--- src/rtl/vm_disp_pkg.sv ---
// Shared display-path types and constants: scan state, segment/anode idle codes, BCD segment table.
// Segment codes are active-low {g,f,e,d,c,b,a}.
package vm_disp_pkg;

  typedef enum logic [1:0] {
    S_ONES = 2'd0,
    S_TENS = 2'd1,
    S_HUND = 2'd2
  } scan_state_e;

  localparam logic [6:0] SEG_OFF  = 7'h7F;
  localparam logic [6:0] SEG_DASH = 7'h3F;
  localparam logic [2:0] AN_OFF   = 3'b111;

  // Codes 10..15 are not BCD and render as a dash.
  localparam logic [6:0] SEG_TABLE [16] = '{
    7'h40, 7'h79, 7'h24, 7'h30, 7'h19, 7'h12, 7'h02, 7'h78,
    7'h00, 7'h10, SEG_DASH, SEG_DASH, SEG_DASH, SEG_DASH, SEG_DASH, SEG_DASH
  };

endpackage

--- src/rtl/bcd_seg_scan_if.sv ---
// Digit-load and display-pin bundle between the BCD converter, the scanner and the board.
interface bcd_seg_scan_if;
  logic       load;
  logic [3:0] h;
  logic [3:0] t;
  logic [3:0] o;
  logic       blank;
  logic [6:0] seg;
  logic [2:0] an;
  logic       slot_done;

  modport master (
    output load, h, t, o, blank,
    input  seg, an, slot_done
  );

  modport slave (
    input  load, h, t, o, blank,
    output seg, an, slot_done
  );
endinterface

--- src/rtl/bcd_seg_enc.sv ---
// Combinational 4-bit code to active-low seven-segment pattern.
module bcd_seg_enc
  import vm_disp_pkg::*;
(
  input  logic [3:0] digit_i,
  output logic [6:0] seg_o
);

  assign seg_o = SEG_TABLE[digit_i];

endmodule

--- src/rtl/bcd_seg_scan.sv ---
// Three-digit common-anode scanner with per-slot dead time and registered pin outputs.
// Optional: define LEADING_ZERO_BLANK_EN to suppress leading-zero hundreds/tens digits.
module bcd_seg_scan
  import vm_disp_pkg::*;
#(
  parameter int unsigned SCAN_DIV = 50000,
  parameter int unsigned DEAD_CYC = 16,
  parameter int unsigned CNT_W    = 16
) (
  input  logic           clk,
  input  logic           rst_n,
  bcd_seg_scan_if.slave  bus
);

  localparam logic [CNT_W-1:0] CntLast = CNT_W'(SCAN_DIV - 1);
  localparam logic [CNT_W-1:0] CntDead = CNT_W'(DEAD_CYC);

  logic [CNT_W-1:0] cnt_q, cnt_d;
  scan_state_e      state_q, state_d;
  logic [3:0]       h_q, h_d, t_q, t_d, o_q, o_d;
  logic [6:0]       seg_q, seg_d;
  logic [2:0]       an_q, an_d;
  logic             slot_done_q, slot_done_d;

  logic             cnt_last;
  logic [3:0]       digit_sel;
  logic [2:0]       an_sel;
  logic             digit_on;
  logic [6:0]       seg_enc;

  bcd_seg_enc u_enc (
    .digit_i (digit_sel),
    .seg_o   (seg_enc)
  );

  always_comb begin
    cnt_last = (cnt_q == CntLast);
    cnt_d    = cnt_last ? '0 : cnt_q + 1'b1;

    state_d = state_q;
    case (state_q)
      S_ONES:  if (cnt_last) state_d = S_TENS;
      S_TENS:  if (cnt_last) state_d = S_HUND;
      S_HUND:  if (cnt_last) state_d = S_ONES;
      default: state_d = S_ONES;
    endcase

    h_d = bus.load ? bus.h : h_q;
    t_d = bus.load ? bus.t : t_q;
    o_d = bus.load ? bus.o : o_q;

    digit_on = 1'b1;
    case (state_q)
      S_TENS: begin
        digit_sel = t_q;
        an_sel    = 3'b101;
      end
      S_HUND: begin
        digit_sel = h_q;
        an_sel    = 3'b011;
      end
      default: begin
        digit_sel = o_q;
        an_sel    = 3'b110;
      end
    endcase

`ifdef LEADING_ZERO_BLANK_EN
    if (state_q == S_HUND && h_q == 4'd0) digit_on = 1'b0;
    if (state_q == S_TENS && h_q == 4'd0 && t_q == 4'd0) digit_on = 1'b0;
`endif

    if (bus.blank || (cnt_q < CntDead) || !digit_on) begin
      seg_d = SEG_OFF;
      an_d  = AN_OFF;
    end else begin
      seg_d = seg_enc;
      an_d  = an_sel;
    end

    slot_done_d = (state_q == S_HUND) && cnt_last;
  end

  always_ff @(posedge clk or negedge rst_n) begin
    if (!rst_n) begin
      cnt_q       <= '0;
      state_q     <= S_ONES;
      h_q         <= '0;
      t_q         <= '0;
      o_q         <= '0;
      seg_q       <= SEG_OFF;
      an_q        <= AN_OFF;
      slot_done_q <= 1'b0;
    end else begin
      cnt_q       <= cnt_d;
      state_q     <= state_d;
      h_q         <= h_d;
      t_q         <= t_d;
      o_q         <= o_d;
      seg_q       <= seg_d;
      an_q        <= an_d;
      slot_done_q <= slot_done_d;
    end
  end

  assign bus.seg       = seg_q;
  assign bus.an        = an_q;
  assign bus.slot_done = slot_done_q;

endmodule

--- src/flat_wrapper.sv ---
// flat-port wrapper written by rule: the top's interface ports become plain ports
module bcd_seg_scan_flat import vm_disp_pkg::*;
#(
  parameter int unsigned SCAN_DIV = 50000,
  parameter int unsigned DEAD_CYC = 16,
  parameter int unsigned CNT_W    = 16
)
  (clk, rst_n, bus_load, bus_h, bus_t, bus_o, bus_blank, bus_seg, bus_an, bus_slot_done);
  bcd_seg_scan_if bus_i ();
  input  logic clk;
  input  logic rst_n;
  input wire logic [$bits(bus_i.load)-1:0] bus_load;
  input wire logic [$bits(bus_i.h)-1:0] bus_h;
  input wire logic [$bits(bus_i.t)-1:0] bus_t;
  input wire logic [$bits(bus_i.o)-1:0] bus_o;
  input wire logic [$bits(bus_i.blank)-1:0] bus_blank;
  output wire logic [$bits(bus_i.seg)-1:0] bus_seg;
  output wire logic [$bits(bus_i.an)-1:0] bus_an;
  output wire logic [$bits(bus_i.slot_done)-1:0] bus_slot_done;
  assign bus_i.load = bus_load;
  assign bus_i.h = bus_h;
  assign bus_i.t = bus_t;
  assign bus_i.o = bus_o;
  assign bus_i.blank = bus_blank;
  assign bus_seg = bus_i.seg;
  assign bus_an = bus_i.an;
  assign bus_slot_done = bus_i.slot_done;
  bcd_seg_scan #(.SCAN_DIV(SCAN_DIV), .DEAD_CYC(DEAD_CYC), .CNT_W(CNT_W)) u_core (.clk(clk), .rst_n(rst_n), .bus(bus_i));
endmodule
--- config.mk ---
export PLATFORM = sky130hd
export DESIGN_NAME = bcd_seg_scan_flat
export DESIGN_NICKNAME = d
export VERILOG_FILES = /design/src/rtl/vm_disp_pkg.sv /design/src/rtl/bcd_seg_scan_if.sv /design/src/rtl/bcd_seg_enc.sv /design/src/rtl/bcd_seg_scan.sv /design/src/flat_wrapper.sv
export SDC_FILE = /design/constraint.sdc
export NUM_CORES = 1
export LEC_CHECK = 0
export BUFFER_PORTS_ARGS = -buffer_cell sky130_fd_sc_hd__buf_2
export CORE_ASPECT_RATIO = 2
export CORE_MARGIN = 2
export CORE_UTILIZATION = 55
export DETAILED_ROUTE_END_ITERATION = 6
export MAX_ROUTING_LAYER = met4
export PLACE_DENSITY = 0.78
export RECOVER_POWER = 50
export SYNTH_ARGS = -nofsm -noshare
export SYNTH_HDL_FRONTEND = slang
export SYNTH_SLANG_ARGS = --single-unit
--- constraint.sdc ---
create_clock -name clk -period 3.4 [get_ports clk]
set_input_delay 1.02 -clock clk [delete_from_list [all_inputs] [get_ports clk]]
set_output_delay 1.02 -clock clk [all_outputs]
set_load 0.01 [all_outputs]
# --- Word-level counts from Yosys, hierarchy flattened ---
# Memories as Yosys holds them, arrays and structs flattened.
# Index checks and enable logic that the tools add are counted.
word_totals:
  wordCells: 34
  input_bits: 16
  output_inout_bits: 11
  romBits: 112
  regBits: 41
  memories: 1
classes:
  mux: 11
  addsub: 1
  n_reduce_logical: 4
  order_cmp: 2
  bitwise: 1
  eq_ne: 6
memory_table:
  columns: ["name", "depth", "width", "read_ports", "rd_clocked_by_memory_dff", "write_ports", "line", "source"]
  rows:
  - ["(no name shown)", 16, 7, 1, 0, 0, "bcd_seg_enc.sv:9", "assign seg_o = SEG_TABLE[digit_i];"]
ops:
  columns: ["cell", "count"]
  rows:
  - ["$mux W7", 3]
  - ["$add A16 B1 Y16 const B", 1]
  - ["$eq A16 B16 Y1 const B", 1]
  - ["$lt A16 B5 Y1 const B", 1]
  - ["$mux W16", 1]
  - ["$pmux W4 S2", 1]
  - ["$mux W2", 3]
  - ["$ne A2 B1 Y1 const B", 3]
  - ["$pmux W2 S3", 1]
  - ["$pmux W3 S2", 1]
  - ["$ge A5 B5 Y1 const B", 1]
  - ["$not A4 Y5", 1]
  - ["$mux W3", 1]
  - ["$reduce_and A3 Y1", 1]
  - ["$eq A2 B1 Y1 const B", 1]
  - ["$eq A2 B2 Y1 const B", 1]
  - ["$logic_not A2 Y1", 1]
  - ["$logic_and A1 B1 Y1", 1]
  - ["$logic_or A1 B1 Y1", 1]

# --- Depth between registers and ports, before layout ---
# Gate-level depths: netlist of run 1.
logic_depth:
  depth_word: 7
  ltp_mapped: 9
  ltp_nobuf: 8

# --- Cells and area by module ---
# From an unflattened synthesis of run 1, not the netlist that was laid out.
hier_totals:
  hier_cells: 184
  hier_area_um2: 2018.2
by_module_without_submodules:
  columns: ["module", "instances", "cells_each", "area_each_um2", "seq_area_each_um2"]
  rows:
  - ["bcd_seg_scan", 1, 151, 1813.0, 1038.5]
  - ["bcd_seg_enc", 1, 33, 205.2, 0.0]

# --- Worst setup path after synthesis of run 1 ---
# OpenSTA, ideal clock, no wires.
synth_path:
  kind: "reg2reg"
  from: "reg u_core.state_q[0]"
  to: "reg u_core.seg_q[4], in the netlist u_core.bus.seg[4]"
  synth_period_minus_slack_ps: 1881
  t_required_ps: 3321
  path_buffers: 1
  arrival_time_ps: 1802
  setup_time_ps: 79
  setup_slack_ps: 1519
  stages_incl_launch_ff: 10
  path_cell_list: "dfrtp_1 > inv_1 > ha_1 > buf_2 > nor2_1 > a21oi_1 > inv_1 > ha_1 > and3_1 > o21ai_0"
synth_via:
  elab_chain_len: 7
  word_cells_on_any_way: 8
  classes_between: "eq/ne (2); mux (4); bitwise (1); memory (1)"
synth_rtl:
  columns: ["item", "line", "source"]
  rows:
  - ["from (decl)", "bcd_seg_scan.sv:19", "scan_state_e state_q, state_d;"]
  - ["from (signal assigned)", "bcd_seg_scan.sv:96", "state_q <= state_d;"]
  - ["$eq A2 B2 Y1 or $eq A2 B1 Y1 (tied branches)", "bcd_seg_scan.sv:53", "case (state_q)"]
  - ["$pmux W4 S2 (*)", "bcd_seg_scan.sv:53", null]
  - ["$not A4 Y5 (not written as such) (*)", "bcd_seg_enc.sv:9", null]
  - ["$mem_v2 Z16 W7 (*)", null, null]
  - ["$mux W7 (not written as such) (*) (2 in series)", "bcd_seg_enc.sv:9", null]
  - ["$mux W7 (*)", "bcd_seg_scan.sv:73", "if (bus.blank || (cnt_q < CntDead) || !digit_on) begin"]
  - ["net u_core.seg_d[4]", "bcd_seg_scan.sv:21", "logic [6:0] seg_q, seg_d;"]
  - ["to (signal assigned)", "bcd_seg_scan.sv:100", "seg_q <= seg_d;"]
  - ["to (decl)", "bcd_seg_scan.sv:21", null]
# The timed path passes the listed nets; every way through them passes the cells marked *. The select of a mux whose other input is x is not followed.
# A chain may end at the register's enable or synchronous reset.

# --- Worst setup path in the final report of run 1 ---
# Same ends and word-level chain as after synthesis.

==> impl_metrics.ini, run 1 <==
[run_status]
status = completed

[die]
fp.coreArea_um2 = 3416
dieHeight_um = 88.57
ios = 27
dieArea_um2 = 4099
start_util_pct = 57.58
die_w_um = 46.29
rows = 30

[worst_setup_path]
crit_path_max_fanout = 11
reg2regPathDepth = 8
reg2reg_from = u_core.state_q[0]$_DFFE_PN0P_
r2r_setup_slack_ns = 1.13
startpoint_type = flop
cp_data_arrival_time_ns = 2.48
cp-end-kind = flop
regToRegEndpoint = u_core.bus.seg[4]$_DFF_PN1_
path_class = reg2reg
crit_required_ns = 3.61

[power]
p_leak_uw = 0.0009878
netSwitchingFraction_pct = 23.28
ir_drop_v = 0.0003715
power_density_nw_per_um2 = 432.9
p_seq_share_pct = 54.7
switchingPower_uw = 224.7
combPwrFrac_pct = 9.4
p_clk_share_pct = 35.9
fin_total_pwr_uw = 965.2
power.internal_uw = 740.4

[clocking]
clockBufferDepth = 2
numCtsBuffers = 5
cts_resized = 0
post_cts_buffers = 0
clock-sinks = 41
cts.clk_slew.worst_paths_ns = 0.07
postCtsHoldBufs = 0
root_buffer = clkbuf_8
clkLatencyLatePin_ns = 0.30
cts_tree = done
htree_levels = 2

[detailed_routing]
wl_um = 3795
first_pass_iters = 4
drtIter0Drc = 53
ant_nets = 0
routed_via_density = 5.687
wire_per_inst_um = 15.24
drc = 0
vias = 1416

[placement]
gp_congestion = 0.9137
postPlaceCellArea_um2 = 2135
portBuffers = 26
dpl.hpwl_um = 2873

[synthesis]
async_flop_share_pct = 100.0
ys_warn_count = 0
syn-num-nets = 197
synth_seq_cells = 41
ys.flop_type = dfrtp_1
seq_area_frac_synth_pct = 52.80
synth_cell_type_count = 35
synth.avg_cell_area_um2 = 11.44
syn_inst = 172
synth_enable_flop_cells = 0
syn_area_um2 = 1967

[min_path]
hp-start = u_core.cnt_q[0]$_DFF_PN0_
hold_path_class = reg2reg
hold_end = u_core.cnt_q[0]$_DFF_PN0_
holdPathStages = 1

[sta]
finalSetupViolCount = 0
max_freq_mhz = 441.4
grt_setup_unrepaired = no
finalCriticalPeriod_ns = 2.265
drv_slew = 0
max_slew_margin_pct = 43.27
fin_setup_tns_ns = 0
worstMarginPinSlew_ns = 0.8510
hold_viol = 0
skew_ns = 0.005750
finalCritPeriodShare_pct = 66.63

[run]
cap_viol_max_count = 0

[grt]
grt_start_max_net_pins = 42
grt_overflow = 0
grt_pass1_vias = 1499
antenna_found_initial = 0
gr-usage-all-layers_pct = 23.24
grt_first_pass_wirelength_um = 6672

[cells_and_area]
final_nets = 225
syn2layout_area_growth_pct = 13.36
stdcell_area_um2 = 2230
drive_gt1_share_pct = 30.35
diodes = 0
## power by group through the flow
stage          registers, uW  clock network (uW)  logic (uW)
6_report                 528                 346        91.0
5_1_grt                  531                 376         104
4_1_cts                  528                 354        91.8
3_5_place_dp             538                   0        91.3
3_3_place_gp             536                   0        87.0
2_1_floorplan            541                   0        48.3
## area by class of cell
type                    instances  area [um2]
multi-input cells             120       878.3
flip-flops and latches         41        1039
fillers                       273        1186
inverters                       6       22.52
repair buffers                 26       128.9
clock inverters                 1       5.005
clock buffers                   7       96.34
well taps                      48       60.06
## worst max-delay path, cell delays in order, from the launching register on
cell and delay (ns):
dfrtp_1 0.39, inv_1 0.10, ha_1 0.48, nor2_1 0.09, a21oi_1 0.43, inv_1 0.15, ha_1 0.24, and3_1 0.14
o21ai_0 0.17
## placed cells by master (no fill, tap or decap), drive strengths merged, types with 2 or more instances in the layout
cell type,n
nor4,5
mux2,14
buf,25
dfstp,10
inv,6
nor3,5
and2,2
a211oi,2
xor2,5
nand4,8
nand2,10
a21o,3
nor2,15
and3,3
ha,9
dfrtp,31
xnor2,7
clkbuf,8
o21ai,4
nand3,7
a22oi,5
a21oi,7
## per-stage QoR
stage / instances / util [%] / hold slack, ns / setup slack, ns
4_1_cts: 249 / 65.46 / 0.4916 / 1.194
3_5_place_dp: 241 / 62.49 / 0.4813 / 1.220
6_report: 249 / 65.27 / 0.4900 / 1.135
5_1_grt: 249 / 65.27 / 0.5141 / 0.9258
2_1_floorplan: 172 / - / 0.4549 / 1.519
3_3_place_gp: 241 / 62.49 / 0.4664 / 1.278
## registers in the layout (all words and copies together) (netlist names)
register,count
u_core.cnt_q,16
u_core.bus.seg,7
u_core.h_q,4
u_core.o_q,4
u_core.t_q,4
u_core.bus.an,3
u_core.state_q,2
u_core.bus.slot_done,1
## layer usage
layer  GRT usage (%)  vias up  routed length (um)
li1                -      674                   -
met1           25.98      695                1375
met2           38.64       38                2195
met3           3.878        9                 133
met4           10.91        0                  91
met5               -        -                   0
## worst max-delay path by stage
stage                                        startpoint                           to  slack, ns
after global placement                        bus_blank  u_core.bus.seg[6]$_DFF_PN1_       1.28
after detailed placement  u_core.state_q[0]$_DFFE_PN0P_  u_core.bus.seg[4]$_DFF_PN1_       1.22
after floorplan           u_core.state_q[0]$_DFFE_PN0P_  u_core.bus.seg[4]$_DFF_PN1_       1.52
after CTS                 u_core.state_q[0]$_DFFE_PN0P_  u_core.bus.seg[4]$_DFF_PN1_       1.19
final                     u_core.state_q[0]$_DFFE_PN0P_  u_core.bus.seg[4]$_DFF_PN1_       1.13
after global routing      u_core.state_q[0]$_DFFE_PN0P_  u_core.bus.seg[4]$_DFF_PN1_       0.93
## cell families (layout without fill, tap and decap cells)
| kind of cell | Yosys count | after routing | synth area share [%] |
|---|---|---|---|
| mux | 14 | 14 | 8.015 |
| compound gates | 26 | 26 | 8.779 |
| fa+ha+maj | 9 | 9 | 5.725 |
| flops | 41 | 41 | 52.80 |
| buf+inv | 11 | 40 | 2.289 |
| simple gates | 59 | 59 | 17.05 |
| xor+xnor | 12 | 12 | 5.343 |
## cells in the mapped netlist (all sizes together), types with 2 or more instances
library cell | instances | share of area [%]
a211oi | 2 | 0.76
a21o | 3 | 1.1
a21oi | 7 | 1.8
a22oi | 5 | 1.9
and2 | 2 | 0.64
and3 | 3 | 0.95
buf | 4 | 0.95
dfrtp | 31 | 39
dfstp | 10 | 13
ha | 9 | 5.7
inv | 6 | 1.1
mux2 | 14 | 8.0
nand2 | 10 | 2.0
nand3 | 7 | 2.0
nand4 | 8 | 2.5
nor2 | 15 | 2.9
nor3 | 5 | 1.3
nor4 | 5 | 3.1
o21ai | 4 | 1.0
xnor2 | 7 | 3.1
xor2 | 5 | 2.2
Power figures use the tool's default switching activity.
==> inputs of run 2 (changes only) <==
ABC_AREA = 1   (was not set)
PLACE_DENSITY = 0.77   (was 0.78)
clock period = 2.3 ns   (was 3.4 ns; I/O delays follow)
==> run 2 against run 1 <==
  * Final cell count rose by 37%
  * Sequential power rose by 47%
  * Sequential share of layout area fell by 4.6 points
  * Total power rose by 49%
  * Utilization fell by 0.92 points
  * Critical path type unchanged
  * Clock skew rose by 0.0025 ns
  * Critical endpoint unchanged
  * Worst setup slack got worse by 0.66 ns
  * Highest routed layer unchanged
  * Design area rose by 11%
==> impl_metrics.ini, run 2 <==
[run_status]
status = completed

[worst_setup_path]
cp_data_arrival_time_ns = 2.04
slowest_stage = dfrtp_1
path_cells = inv_1, ha_1, inv_2, nand2_1, nand2_1, ha_1, nand3_1, nand3_1, nand3_1
crit_cells = 9
critical_path.top_delay_family = adder cells
startpoint_type = flop
crit_path_frequent_cell = nand3_1
crit_path_max_fanout = 8
cp-end-kind = flop
reg2regPathDepth = 9
path_buf_inv = 2
path_class = reg2reg
crit_required_ns = 2.51
cp_slowest_stage_delay_ns = 0.39

[synthesis]
synth_cell_type_count = 26
yosysMostFrequentCell = nand2_1
synth.avg_cell_area_um2 = 8.463
ys_warn_count = 0
yosys.area.top_type = dfrtp_1
seq_area_frac_synth_pct = 47.56
syn_inst = 258
ys.flop_type = dfrtp_1
synth_top_family_by_area = simple AND/OR/NAND/NOR gates
syn-num-nets = 283
synth_common_cells = nand2_1 (74), dfrtp_1 (31), nor2_1 (31), inv_1 (21), nand3_1 (17)
synth_enable_flop_cells = 0
yosysTopAreaCellShare_pct = 35.53
async_flop_share_pct = 100.0
synth_seq_cells = 41
synthAdderAreaFrac_pct = 5.158
synth_compound_area_share_pct = 3.954
synth-xor-area-share_pct = 3.209
yosys.area_share.simple_pct = 30.37
muxShareOfSynthArea_pct = 4.126
syn_area_um2 = 2183
netlist_top_cells_area = dfrtp_1 (36%), nand2_1 (13%), dfstp_2 (12%)

[cells_and_area]
diodes = 0
largest_reg_flops = 16
stdcell_area_um2 = 2474
fin_cells = 342
final_nets = 315
mostFrequentLayoutCells = nand2_1 (74), nor2_1 (31), dfrtp_1 (31)
n_fill_cell = 355
utilization_pct = 64.36
regMostFlops = u_core.cnt_q
final_common_cell = nand2_1
drive_gt1_share_pct = 28.18
syn2layout_area_growth_pct = 13.30

[detailed_routing]
wire_per_inst_um = 11.76
drc = 0
ant_nets = 0
routed_via_density = 4.892
vias = 1673
wl_um = 4022
first_pass_iters = 4
top_layer_used = met4
drtIter0Drc = 23
wl_met1_um = 1467
met3_length_um = 113
dr_wl_met2_um = 2262

[placement]
dp_cells = 334
gp_congestion = 0.9137
portBuffers = 26
dpl.hpwl_um = 3209
postPlaceCellArea_um2 = 2375

[sta]
drv_slew = 0
hold_viol = 0
hold_ws_ns = 0.4673
skew_ns = 0.008227
finalCritPeriodShare_pct = 79.51
grt_setup_unrepaired = no
finalCriticalPeriod_ns = 1.829
max_slew_margin_pct = 36.28
worstMarginPinSlew_ns = 0.9558
fin_setup_tns_ns = 0
finalSetupViolCount = 0
max_freq_mhz = 546.8

[die]
dieArea_um2 = 4520
ios = 27
fp.coreArea_um2 = 3844
start_util_pct = 56.80
die_w_um = 48.55
dieHeight_um = 93.10
rows = 32

[power]
p_clk_share_pct = 36.0
ir_drop_v = 0.0004723
netSwitchingFraction_pct = 23.45
combPwrFrac_pct = 10.0
p_leak_uw = 0.001202
power_density_nw_per_um2 = 582.2
switchingPower_uw = 337.8
power.internal_uw = 1102
p_seq_share_pct = 54.0

[clocking]
clkLatencyLatePin_ns = 0.29
cts_tree = done
htree_levels = 2
clock-sinks = 41
cts_resized = 0
cts.clk_slew.worst_paths_ns = 0.08
clockBufferDepth = 2
post_cts_buffers = 0
root_buffer = clkbuf_8
postCtsHoldBufs = 0
numCtsBuffers = 5

[grt]
grt_pass1_vias = 1763
gr-usage-all-layers_pct = 21.58
grt_start_max_net_pins = 42
grt_overflow = 0
antenna_found_initial = 0
grt_first_pass_wirelength_um = 7307

[min_path]
holdPathStages = 1
hold_path_class = reg2reg

[run]
cap_viol_max_count = 0
==> run 2: cell types whose count changed after synthesis, sizes merged, moves of 6 or more <==
cell and change:
nand2 +76, nand3 +11, nand4 -6, nor2 +23
xnor2 -7, o21ai +6, inv +23, mux2 -6
==> run 2: worst reg2reg max path, delay by kind of cell, from the launching register on <==
kind	cells	cell delay (ns)
fa+ha+maj	2	0.59
buf+inv	2	0.27
flops	1	0.39
simple gates	5	0.49
==> run 2: path summary, 6_finish.rpt <==
check	startpoint	end	slack, ns
worst max-delay path	u_core.state_q[0]$_DFFE_PN0P_	u_core.bus.seg[4]$_DFF_PN1_	0.47
worst min-delay path	u_core.cnt_q[0]$_DFF_PN0_	u_core.cnt_q[0]$_DFF_PN0_	0.47
worst max register to register	u_core.state_q[0]$_DFFE_PN0P_	u_core.bus.seg[4]$_DFF_PN1_	0.47
worst min register to register	u_core.cnt_q[0]$_DFF_PN0_	u_core.cnt_q[0]$_DFF_PN0_	0.47
max in group asynchronous	rst_n	u_core.cnt_q[8]$_DFF_PN0_	1.09
min in group asynchronous	rst_n	u_core.cnt_q[14]$_DFF_PN0_	0.62
==> run 2: metrics by stage <==
step	power, uW	setup slack [ns]
2_1_floorplan	883.2	0.6482
3_3_place_gp	935.5	0.5727
3_5_place_dp	938.9	0.4966
4_1_cts	1458	0.4595
5_1_grt	1509	0.2912
6_report	1440	0.4712
==> run 2: final cells by class <==
cell class | count | area [um2] | area share, %
Clock inverter | 1 | 5.005 | 0.2023
Timing Repair Buffer | 27 | 133.9 | 5.412
Clock buffer | 7 | 97.59 | 3.945
Tap cell | 51 | 63.81 | 2.580
Sequential cell | 41 | 1039 | 41.98
Multi-Input combinational cell | 185 | 1022 | 41.33
Inverter | 30 | 112.6 | 4.552
==> run 2: cell families (layout without fill, tap and decap cells) <==
logic type | count (synthesis) | in the layout
AND/OR/NAND/NOR | 147 | 147
flip-flops | 41 | 41
XOR/XNOR | 8 | 8
multiplexers | 8 | 8
adder cells (fa/ha/maj) | 9 | 9
buffers and inverters | 32 | 65
AO/OA/AOI/OAI | 13 | 13
==> run 2: power groups by stage <==
stage / sequential, uW / clock [uW] / combinational (uW)
after global placement: 791 / 0 / 144
final: 778 / 518 / 144
after floorplan: 798 / 0 / 85.4
after detailed placement: 792 / 0 / 147
after global routing: 781 / 560 / 168
after CTS: 778 / 532 / 148
==> run 2: metal layers <==
| layer | global-route usage, % | up-vias |
|---|---|---|
| li1 | - | 864 |
| met1 | 20.74 | 763 |
| met2 | 39.70 | 32 |
| met3 | 3.514 | 14 |
| met4 | 13.10 | 0 |
| met5 | - | - |
==> inputs of run 3 (changes only) <==
clock period = 1.9 ns   (was 2.3 ns; I/O delays follow)
==> run 3 against run 2 <==
  * Wire length up 9.1%
  * Clock skew is 0.0012 ns lower
  * Flip-flop and latch count unchanged
  * Critical path depth unchanged
  * Critical endpoint unchanged
==> impl_metrics.ini, run 3 (synthesized netlist as in run 2, its figures left out) <==
[run_status]
status = completed

[power]
power_density_nw_per_um2 = 722.6
p_leak_uw = 0.001202
ir_drop_v = 0.0006800

[detailed_routing]
ant_nets = 0
first_pass_iters = 4
drtIter0Drc = 40
wl_um = 4386
routed_via_density = 5.044
wire_per_inst_um = 12.82
drc = 0
vias = 1725

[sta]
grt_setup_unrepaired = no
max_freq_mhz = 568.9
max_slew_margin_pct = 41.38
skew_ns = 0.007060
drv_slew = 0
hold_ws_ns = 0.3626
hold_viol = 0
finalCritPeriodShare_pct = 92.51
worstMarginPinSlew_ns = 0.8793
fin_setup_tns_ns = 0
finalCriticalPeriod_ns = 1.758
finalSetupViolCount = 0

[die]
die_w_um = 48.55
dieArea_um2 = 4520
start_util_pct = 56.80
rows = 32
fp.coreArea_um2 = 3844
ios = 27
dieHeight_um = 93.10

[clocking]
root_buffer = clkbuf_8
cts_tree = done
clockBufferDepth = 2
post_cts_buffers = 0
clock-sinks = 41
numCtsBuffers = 5
clkLatencyLatePin_ns = 0.29
htree_levels = 2
cts.clk_slew.worst_paths_ns = 0.08

[cells_and_area]
final_common_cell = nand2_1
final_nets = 315
mostFrequentLayoutCells = nand2_1 (74), nor2_1 (31), dfrtp_1 (31)
largest_reg_flops = 16
fin_cells = 342
drive_gt1_share_pct = 29.55
diodes = 0
n_fill_cell = 355
syn2layout_area_growth_pct = 14.38
stdcell_area_um2 = 2497
utilization_pct = 64.97
regMostFlops = u_core.cnt_q

[placement]
portBuffers = 26
dpl.hpwl_um = 3401
gp_congestion = 0.9697
postPlaceCellArea_um2 = 2387
dp_cells = 334

[worst_setup_path]
critical_path.top_delay_family = simple AND/OR/NAND/NOR gates
reg2reg_from = u_core.state_q[1]$_DFFE_PN0P_
slowest_stage = dfrtp_1
cp_slowest_stage_delay_ns = 0.40
crit_path_max_fanout = 6
r2r_setup_slack_ns = 0.14
crit_required_ns = 2.13
startpoint_type = flop
path_class = reg2reg
startpoint = u_core.state_q[1]$_DFFE_PN0P_
path_cells = inv_2, ha_2, nand2_1, nand3_1, nand2_1, ha_1, nand3_1, nand3_1, nand3_1
crit_path_frequent_cell = nand3_1
cp-end-kind = flop
path_buf_inv = 1
cp_data_arrival_time_ns = 1.98

[min_path]
hold_path_class = in2async

[grt]
grt_first_pass_wirelength_um = 7624
gr-usage-all-layers_pct = 23.01
grt_pass1_vias = 1746
grt_overflow = 0
grt_start_max_net_pins = 25
antenna_found_initial = 0

[run]
cap_viol_max_count = 0
==> run 3: changes by cell type in the layout (fill, tap and decap cells not counted) <==
cell and change:
buf_2 -1, bufinv_16 +1, clkbuf_1 +1, clkbuf_16 -1, ha_1 -3, ha_2 +2
ha_4 +1, inv_1 -2, inv_2 +1, inv_4 +1
==> run 3: per-stage QoR <==
step	setup WS (ns)	power (uW)
floorplan	0.2482	1069
global route	0.01062	1884
finish	0.1423	1805
detailed placement	0.09462	1142
CTS	0.04353	1833
global placement	0.1740	1136
==> run 3: layout make-up <==
class,instances,area [um2],share of cell area (%)
clock buffer,6,72.57,2.906
timing repair buffer,27,132.6,5.311
clock inverter,2,35.03,1.403
inverter,30,115.1,4.609
sequential,41,1039,41.58
tap,51,63.81,2.555
multi-input combinational,185,1040,41.63
==> run 3: final timing paths <==
path                       cells after the start                     endpoint
hold reg to reg                                1    u_core.cnt_q[0]$_DFF_PN0_
hold / removal                                 1   u_core.cnt_q[12]$_DFF_PN0_
min in group clk                               3    u_core.o_q[1]$_DFFE_PN0P_
setup reg to reg                               9  u_core.bus.seg[4]$_DFF_PN1_
max in group asynchronous                      2    u_core.o_q[2]$_DFFE_PN0P_
setup / recovery                               9  u_core.bus.seg[4]$_DFF_PN1_
==> run 3: what timing repair did <==
action	CTS	global route
gates resized for setup	0	7
endpoints found under the hold margin	0	0
setup endpoints to repair	0	3
hold buffers	0	0
==> run 3: metal layers <==
layer,wire (um),global-route usage (%)
met2,2571,44.21
met3,96,2.875
met4,170,13.81
met5,0,-
met1,1547,21.04
==> run 3: power breakdown <==
group / switching (uW) / total (uW) / internal (uW)
combinational: 106 / 178 / 71.3
clock: 295 / 685 / 390
sequential: 16.1 / 942 / 926
==> run 3: worst register-to-register path, delay by kind of cell, from the launching register on <==
kind / cells / cell delay (ns)
adders and majority gates: 2 / 0.53
buffers and inverters: 1 / 0.12
DFF: 1 / 0.40
and+or+nand+nor: 6 / 0.64
